==> config.mk <==
export PLATFORM = sky130hd
export DESIGN_NAME = midi_note_period_gen
export DESIGN_NICKNAME = d
export VERILOG_FILES = /design/src/rtl/midi_note_period_gen.sv
export SDC_FILE = /design/constraint.sdc
export NUM_CORES = 1
export LEC_CHECK = 0
export ABC_AREA = 1
export CAP_MARGIN = 20
export CORE_ASPECT_RATIO = 1.4
export CORE_UTILIZATION = 35
export DETAILED_ROUTE_END_ITERATION = 6
export DONT_BUFFER_PORTS = 1
export HOLD_SLACK_MARGIN = 0.12
export PLACE_DENSITY = 0.57
export SYNTH_ARGS = -nofsm -noshare
export SYNTH_HDL_FRONTEND = slang
export SYNTH_SLANG_ARGS = --single-unit
==> constraint.sdc <==
create_clock -name clk -period 6.7 [get_ports clk]
set_input_delay 1.005 -clock clk [delete_from_list [all_inputs] [get_ports clk]]
set_output_delay 1.005 -clock clk [all_outputs]
set_load 0.01 [all_outputs]
==> src/rtl/midi_note_period_gen.sv <==
// Multi-voice MIDI note -> sample-tick period converter with sequential /12 and per-voice portamento.
// Accepts one request at a time (note_ready low while converting); glide runs on every tick_en.
module midi_note_period_gen #(
  parameter int NUM_VOICES = 4,
  parameter int TICK_W     = 24,
  localparam int VOICE_W   = (NUM_VOICES > 1) ? $clog2(NUM_VOICES) : 1
) (
  input  logic                         clk,
  input  logic                         rst_n,
  input  logic                         note_valid,
  output logic                         note_ready,
  input  logic [VOICE_W-1:0]           note_voice,
  input  logic [7:0]                   note_num,
  input  logic [3:0]                   glide_shift,
  input  logic                         tick_en,
  output logic                         note_done,
  output logic                         note_err,
  output logic [NUM_VOICES*TICK_W-1:0] period
);

  typedef enum logic [1:0] {S_IDLE, S_ERR, S_DIV, S_WRITE} state_t;

  state_t               state, state_nx;
  logic [VOICE_W-1:0]   voice;
  logic [6:0]           rem;
  logic [3:0]           oct;
  logic                 bad_req;
  logic [TICK_W-1:0]    wr_val;
  logic [TICK_W-1:0]    tgt [NUM_VOICES];
  logic [TICK_W-1:0]    cur [NUM_VOICES];

  // Octave-0 periods for semitones C..B.
  function automatic logic [13:0] base_lut(input logic [3:0] s);
    case (s)
      4'd0:    base_lut = 14'd11944;
      4'd1:    base_lut = 14'd11274;
      4'd2:    base_lut = 14'd10641;
      4'd3:    base_lut = 14'd10044;
      4'd4:    base_lut = 14'd9480;
      4'd5:    base_lut = 14'd8948;
      4'd6:    base_lut = 14'd8446;
      4'd7:    base_lut = 14'd7972;
      4'd8:    base_lut = 14'd7524;
      4'd9:    base_lut = 14'd7102;
      4'd10:   base_lut = 14'd6703;
      4'd11:   base_lut = 14'd6327;
      default: base_lut = 14'd0;
    endcase
  endfunction

  // Step is diff>>shift (min 1), which is never larger than diff, so no overshoot.
  function automatic logic [TICK_W-1:0] glide_next(input logic [TICK_W-1:0] c,
                                                   input logic [TICK_W-1:0] t,
                                                   input logic [3:0]        sh);
    logic [TICK_W-1:0] d;
    logic [TICK_W-1:0] s;
    d = (t > c) ? (t - c) : (c - t);
    s = d >> sh;
    if (s == '0) s = TICK_W'(1);
    if (c == t)                   glide_next = c;
    else if (c == '0 || sh == '0) glide_next = t;
    else if (t > c)               glide_next = c + s;
    else                          glide_next = c - s;
  endfunction

  assign bad_req = note_num[7] || (32'(note_voice) >= NUM_VOICES);
  assign wr_val  = TICK_W'(base_lut(rem[3:0])) >> oct;

  always_ff @(posedge clk or negedge rst_n) begin
    if (!rst_n) state <= S_IDLE;
    else        state <= state_nx;
  end

  always_comb begin
    state_nx   = state;
    note_ready = 1'b0;
    note_done  = 1'b0;
    note_err   = 1'b0;
    case (state)
      S_IDLE: begin
        note_ready = 1'b1;
        if (note_valid) state_nx = bad_req ? S_ERR : S_DIV;
      end
      S_ERR: begin
        note_err = 1'b1;
        state_nx = S_IDLE;
      end
      S_DIV: begin
        if (rem < 7'd12) state_nx = S_WRITE;
      end
      S_WRITE: begin
        note_done = 1'b1;
        state_nx  = S_IDLE;
      end
      default: state_nx = S_IDLE;
    endcase
  end

  always_ff @(posedge clk or negedge rst_n) begin
    if (!rst_n) begin
      voice <= '0;
      rem   <= '0;
      oct   <= '0;
    end else if (state == S_IDLE && note_valid) begin
      voice <= note_voice;
      rem   <= note_num[6:0];
      oct   <= '0;
    end else if (state == S_DIV && rem >= 7'd12) begin
      rem <= rem - 7'd12;
      oct <= oct + 4'd1;
    end
  end

  // Glide reads the pre-edge target, so a same-edge write applies from the next tick.
  always_ff @(posedge clk or negedge rst_n) begin
    if (!rst_n) begin
      for (int v = 0; v < NUM_VOICES; v++) begin
        tgt[v] <= '0;
        cur[v] <= '0;
      end
    end else begin
      for (int v = 0; v < NUM_VOICES; v++) begin
        if (state == S_WRITE && voice == VOICE_W'(v)) tgt[v] <= wr_val;
        if (tick_en) cur[v] <= glide_next(cur[v], tgt[v], glide_shift);
      end
    end
  end

  for (genvar g = 0; g < NUM_VOICES; g++) begin : g_out
    assign period[g*TICK_W +: TICK_W] = cur[g];
  end

endmodule

---- Word-level counts from Yosys, hierarchy flattened ----
Memory sizes are Yosys's and may differ from the RTL's.
Index checks and enable logic that the tools add are counted.
word-level totals
  logic and storage cells ................. 117
  memories ................................ 1
  bits in registers ....................... 207
  bits in read-only memories .............. 224
  bits of input ports ..................... 18
  output and inout bits ................... 99
memories
  memory            words  width  rd ports  clocked after Yosys merged registers in  write ports  RTL line  text
  (name not given)  16     14     1         0                                        0            34        case (s)
operators by class
  reduce and logical (&&, ||, !) cells .... 28
  bitwise gates (word level) .............. 4
  multiplexer cells ....................... 31
  $add $sub $neg .......................... 18
  order comparisons ....................... 6
  shifts and indexed selects .............. 5
  equality and inequality tests ........... 12
operators with widths
  operator                                                     number
  two-way mux 24 bit                                           20
  subtractor 24 bit                                            12
  zero test 24 bit                                             8
  adder 24 bit                                                 4
  equality test 24 bit                                         4
  greater-than comparator 24 bit                               4
  >> shifter 24 x 4 -> 24 bit                                  4
  >> shifter 14 x 4 -> 24 bit                                  1
  two-way mux 7 bit                                            2
  AND reduction 2 bit                                          5
  equality test 2 bit (second input constant)                  4
  two-way mux 4 bit                                            2
  >= comparator 7 x 4 -> 1 bit (second input constant)         1
  less-than comparator 7 x 4 -> 1 bit (second input constant)  1
  subtractor 7 x 4 -> 7 bit (second input constant)            1
  logical AND 1 bit                                            6
  two-way mux 2 bit                                            3
  case mux 2 bit (3 select lines)                              1
  adder 4 x 1 -> 4 bit (second input constant)                 1
  equality test 2 x 1 -> 1 bit (second input constant)         2
  zero test 2 bit                                              2
  zero test 4 bit                                              1
  logical OR 1 bit                                             4
  != test 2 bit (second input constant)                        2
  other kinds (4)                                              9

---- Logic depth before layout (Yosys ltp) ----
  word-level depth ........................ 9
  depth in mapped cells ................... 57
  mapped depth without buffers ............ 55

---- Worst setup path after synthesis ----
Ideal clock, no wire load.
  path kind ............................... reg-to-reg
  start ................................... register cur, in the netlist period[1]
  end ..................................... register cur, in the netlist period[23]
  data required time ...................... 6.569 ns
  clock period less this slack ............ 6.064 ns
  buffers on the path ..................... 0
  arrival ................................. 5.934 ns
  stages on the path, launching flop included .. 45
  setup slack ............................. 0.636 ns
  library setup time ...................... 0.131 ns
  cells stage by stage .................... dfrtp_1 inv_1 fa_1 inv_1 o21ai_2 nand2_1 nand2_1 nand2_1 nand2_2 nand2_4 inv_4 nand3_2 nand2_1 nand2_1 nand2_1 nand2_1 nand2_1 nand3_1 [... 9 more ...] nor2_2 nor2_1 xor2_1 inv_1 ha_1 a21o_1 a31oi_1 o21ai_0 a21boi_0 o21ai_0 a21oi_1 o21ai_0 a21boi_0 o21ai_0 xor2_1 nand2_1 nand2_1 o22ai_1
between the ends
  word-level cells in the longest chain between the ends .. 9
  elaborated cells on any way between the ends .. 17
  those cells by class .................... 4 x add/sub; 1 x order compare; 1 x eq/ne; 1 x shift; 5 x mux; 1 x bitwise; 4 x reduce/logical
RTL lines
  item                                                                 RTL line  text
  start, declared                                                      30        logic [TICK_W-1:0] cur [NUM_VOICES];
  start signal, assigned by index                                      124       if (tick_en) cur[v] <= glide_next(cur[v], tgt[v], glide_shift);
  subtractor 24 bit or greater-than comparator 24 bit (tied branches)  57, 62
  two-way mux 24 bit                                                   57        d = (t > c) ? (t - c) : (c - t);
  >> shifter 24 x 4 -> 24 bit                                          58        s = d >> sh;
  zero test 24 bit                                                     59        if (s == '0) s = TICK_W'(1);
  two-way mux 24 bit                                                   59
  two-way mux 24 bit                                                   124
  subtractor 24 bit or adder 24 bit (tied branches)                    63, 62
  two-way mux 24 bit                                                   62        else if (t > c) glide_next = c + s;
  two-way mux 24 bit                                                   61        else if (c == '0 || sh == '0) glide_next = t;
Several ways; a longest one is shown, not always the timed one. The select of a mux whose other input is x is not followed.
A chain may end at the register's enable or synchronous reset.

---- Worst setup path after layout ----
  start ................................... register cur, in the netlist period[5]
  end ..................................... register cur, in the netlist period[22]
Same word-level chain as after synthesis.

==> reports/metrics.cfg <==
[status]
status = finished with violations
violations = DRC

[clock_tree]
clk_transition_reported_paths_ns = 0.07
cts_htree_levels = 4
cts-root-buf = clkbuf_16
clk_latency_ns = 0.53
cts_buffers = 17
clockBufferDepth = 2
cts_tree = done
cts_sinks = 167
ctsHoldBuffers = 0

[critical_path]
end_kind = flip-flop
arrival_ns = 6.74
slowest_delay_ns = 0.37
cpLargestDelayFamily = simple AND/OR/NAND/NOR gates
critPathSlowestCell = ha_1
cp_data_required_time_ns = 7.08
path_buf_inv = 7
crit_fanout = 5
crit_top_cell = nand2_1
critPathKind = reg -> reg
cp-start-kind = flip-flop

[grt]
globalRouteTotalUtil_pct = 28.8
grt_max_degree = 168
grt_pass1_wl_um = 179000
grt_pass1_vias = 32700
antenna_found_initial = 1
grt-ovfl-total = 0

[die]
num_io_pins = 117
core_area_um2 = 78000
die_area_um2 = 80200
initial_core_util_pct = 35.5
dieHeight_um = 335
die_w_um = 240
num_rows = 121

[synth]
yosys.area.top_type_share_pct = 20.6
synthAdderAreaFrac_pct = 10.6
yosys_warnings = 0
yosysMostFrequentCell = nand2_1
synth_nets = 5118
yosys.area.top_type = nand2_1
synth_seq_cells = 167
synthTopCellsByArea = nand2_1, dfrtp_1, nand3_1, ha_1, inv_1
netlist_instances = 4873
synth_compound_area_share_pct = 13.9
ys_async_sr_fraction_pct = 100
synth_mux_area_share_pct = 0.0362
syn_area_um2 = 27700
yosysSeqAreaShare_pct = 15.1
synthSimpleGateAreaFrac_pct = 42.8
avgSynthCellArea_um2 = 5.68
synth_top_family_by_area = simple AND/OR/NAND/NOR gates
synth-xor-area-share_pct = 5.80
synthTopCellsByCount = nand2_1, nand3_1, inv_1, nor2_1, o21ai_0
yosys_most_used_dff = dfrtp_1
synth.distinct_cells = 59
synth_edf_count = 0

[route]
drt-total-wl_um = 117000
ant_nets = 0
wl_per_cell_um = 18.0
drc = 7
routed-via-count = 33700
firstDrtPassIters = 7
drt_iter0_markers = 2656
via_per_inst = 5.19

[finish]
synthToLayoutAreaGrowth_pct = 27.6
finalNonFillerCells = 6495
fin_nets = 5681
drive_gt1_share_pct = 19.7
fillers = 8489
finish.instance_area_um2 = 35300

[sta]
fin_crit_ns = 6.36
relSlewSlack_pct = 11.5
finalHoldViolations = 0
maxSlewViolCount = 0
clock-skew-final_ns = 0.0140
rsz0062_at_grt = true
setup_viol = 0
worst_pin_slew_ns = 1.32
fmax_mhz = 157
min_period_over_period_pct = 95.0

[run]
maxCapViolCount = 0

[worst_hold_path]
hp-class = in -> async

[placed_design]
io_buffer_count = 0
dpl.hpwl_um = 94600
place_congestion = 1.00
dp_cells = 6428
placed_area_um2 = 33300

==> routing by layer <==
| metal | track usage (%) | routed length (µm) |
|---|---|---|
| met5 | 0 | 0 |
| met1 | 33.9 | 48100 |
| met3 | 3.79 | 5930 |
| met4 | 15.8 | 6590 |
| met2 | 50.2 | 56300 |
==> final cells by class <==
| class | instances | area [µm²] | area share, % |
|---|---|---|---|
| Clock inverter | 12 | 140 | 0.397 |
| Clock buffer | 20 | 467 | 1.32 |
| Multi-Input combinational cell | 3876 | 21300 | 60.5 |
| Inverter | 692 | 2610 | 7.40 |
| Sequential cell | 167 | 4180 | 11.8 |
| Tap cell | 1045 | 1310 | 3.70 |
| Antenna cell | 1 | 2.50 | 0.00709 |
| Timing Repair Buffer | 682 | 5240 | 14.8 |
==> metrics by stage <==
stage / util [%] / worst slack (ns) / TNS (ns) / hold slack [ns]
finish: 45.3 / 0.338 / 0 / 0.174
global route: 45.3 / -0.103 / -0.248 / 0.148
CTS: 43.6 / 0.0116 / 0 / 0.136
detailed placement: 42.7 / -0.355 / -1.10 / 0.507
global placement: 42.7 / -0.248 / -0.732 / 0.494
floorplan: - / 0.636 / 0 / 0.478
==> final timing paths <==
kind | startpoint | end | slack (ns) | cells after the start
min in group clk | tgt[74] | tgt[74] | 0.53 | 2
worst min-delay path | rst_n | voice[1] | 0.17 | 0
max in group asynchronous | rst_n | period[64] | 6.16 | 0
worst min register to register | tgt[74] | tgt[74] | 0.53 | 2
worst max register to register | period[5] | period[22] | 0.34 | 46
worst max-delay path | period[5] | period[22] | 0.34 | 46
==> cells in the final DEF, fill, tap and decap left out, drive strengths merged, types with 15 or more instances in the layout <==
| cell type | instances |
|---|---|
| inv | 688 |
| xor2 | 139 |
| nor2 | 362 |
| o21ai | 358 |
| o22ai | 23 |
| buf | 681 |
| clkbuf | 21 |
| nand3 | 696 |
| o31ai | 15 |
| nand4 | 66 |
| nor3 | 26 |
| xnor2 | 44 |
| ha | 215 |
| nand2 | 1565 |
| dfrtp | 167 |
| a21oi | 244 |
==> cell families after synthesis <==
logic type,after synthesis
fa+ha+maj,227
mux,1
simple gates,2750
buf+inv,833
xor+xnor,183
compound gates,712
flops,167
==> registers in the layout (all words and copies together) (netlist names) <==
register / cells
rem: 7
voice: 2
state: 2
oct: 4
tgt: 56
period: 96
==> what timing repair did <==
action,CTS,global route
gates cloned,0,5
setup buffers,1,28
gates resized for setup,12,284
endpoints found under the setup margin,7,49
pin swaps,1,47
Power is left out: the tool's default activity adds up to more than one toggle a clock period on the data nets, which glitch-free logic cannot reach.
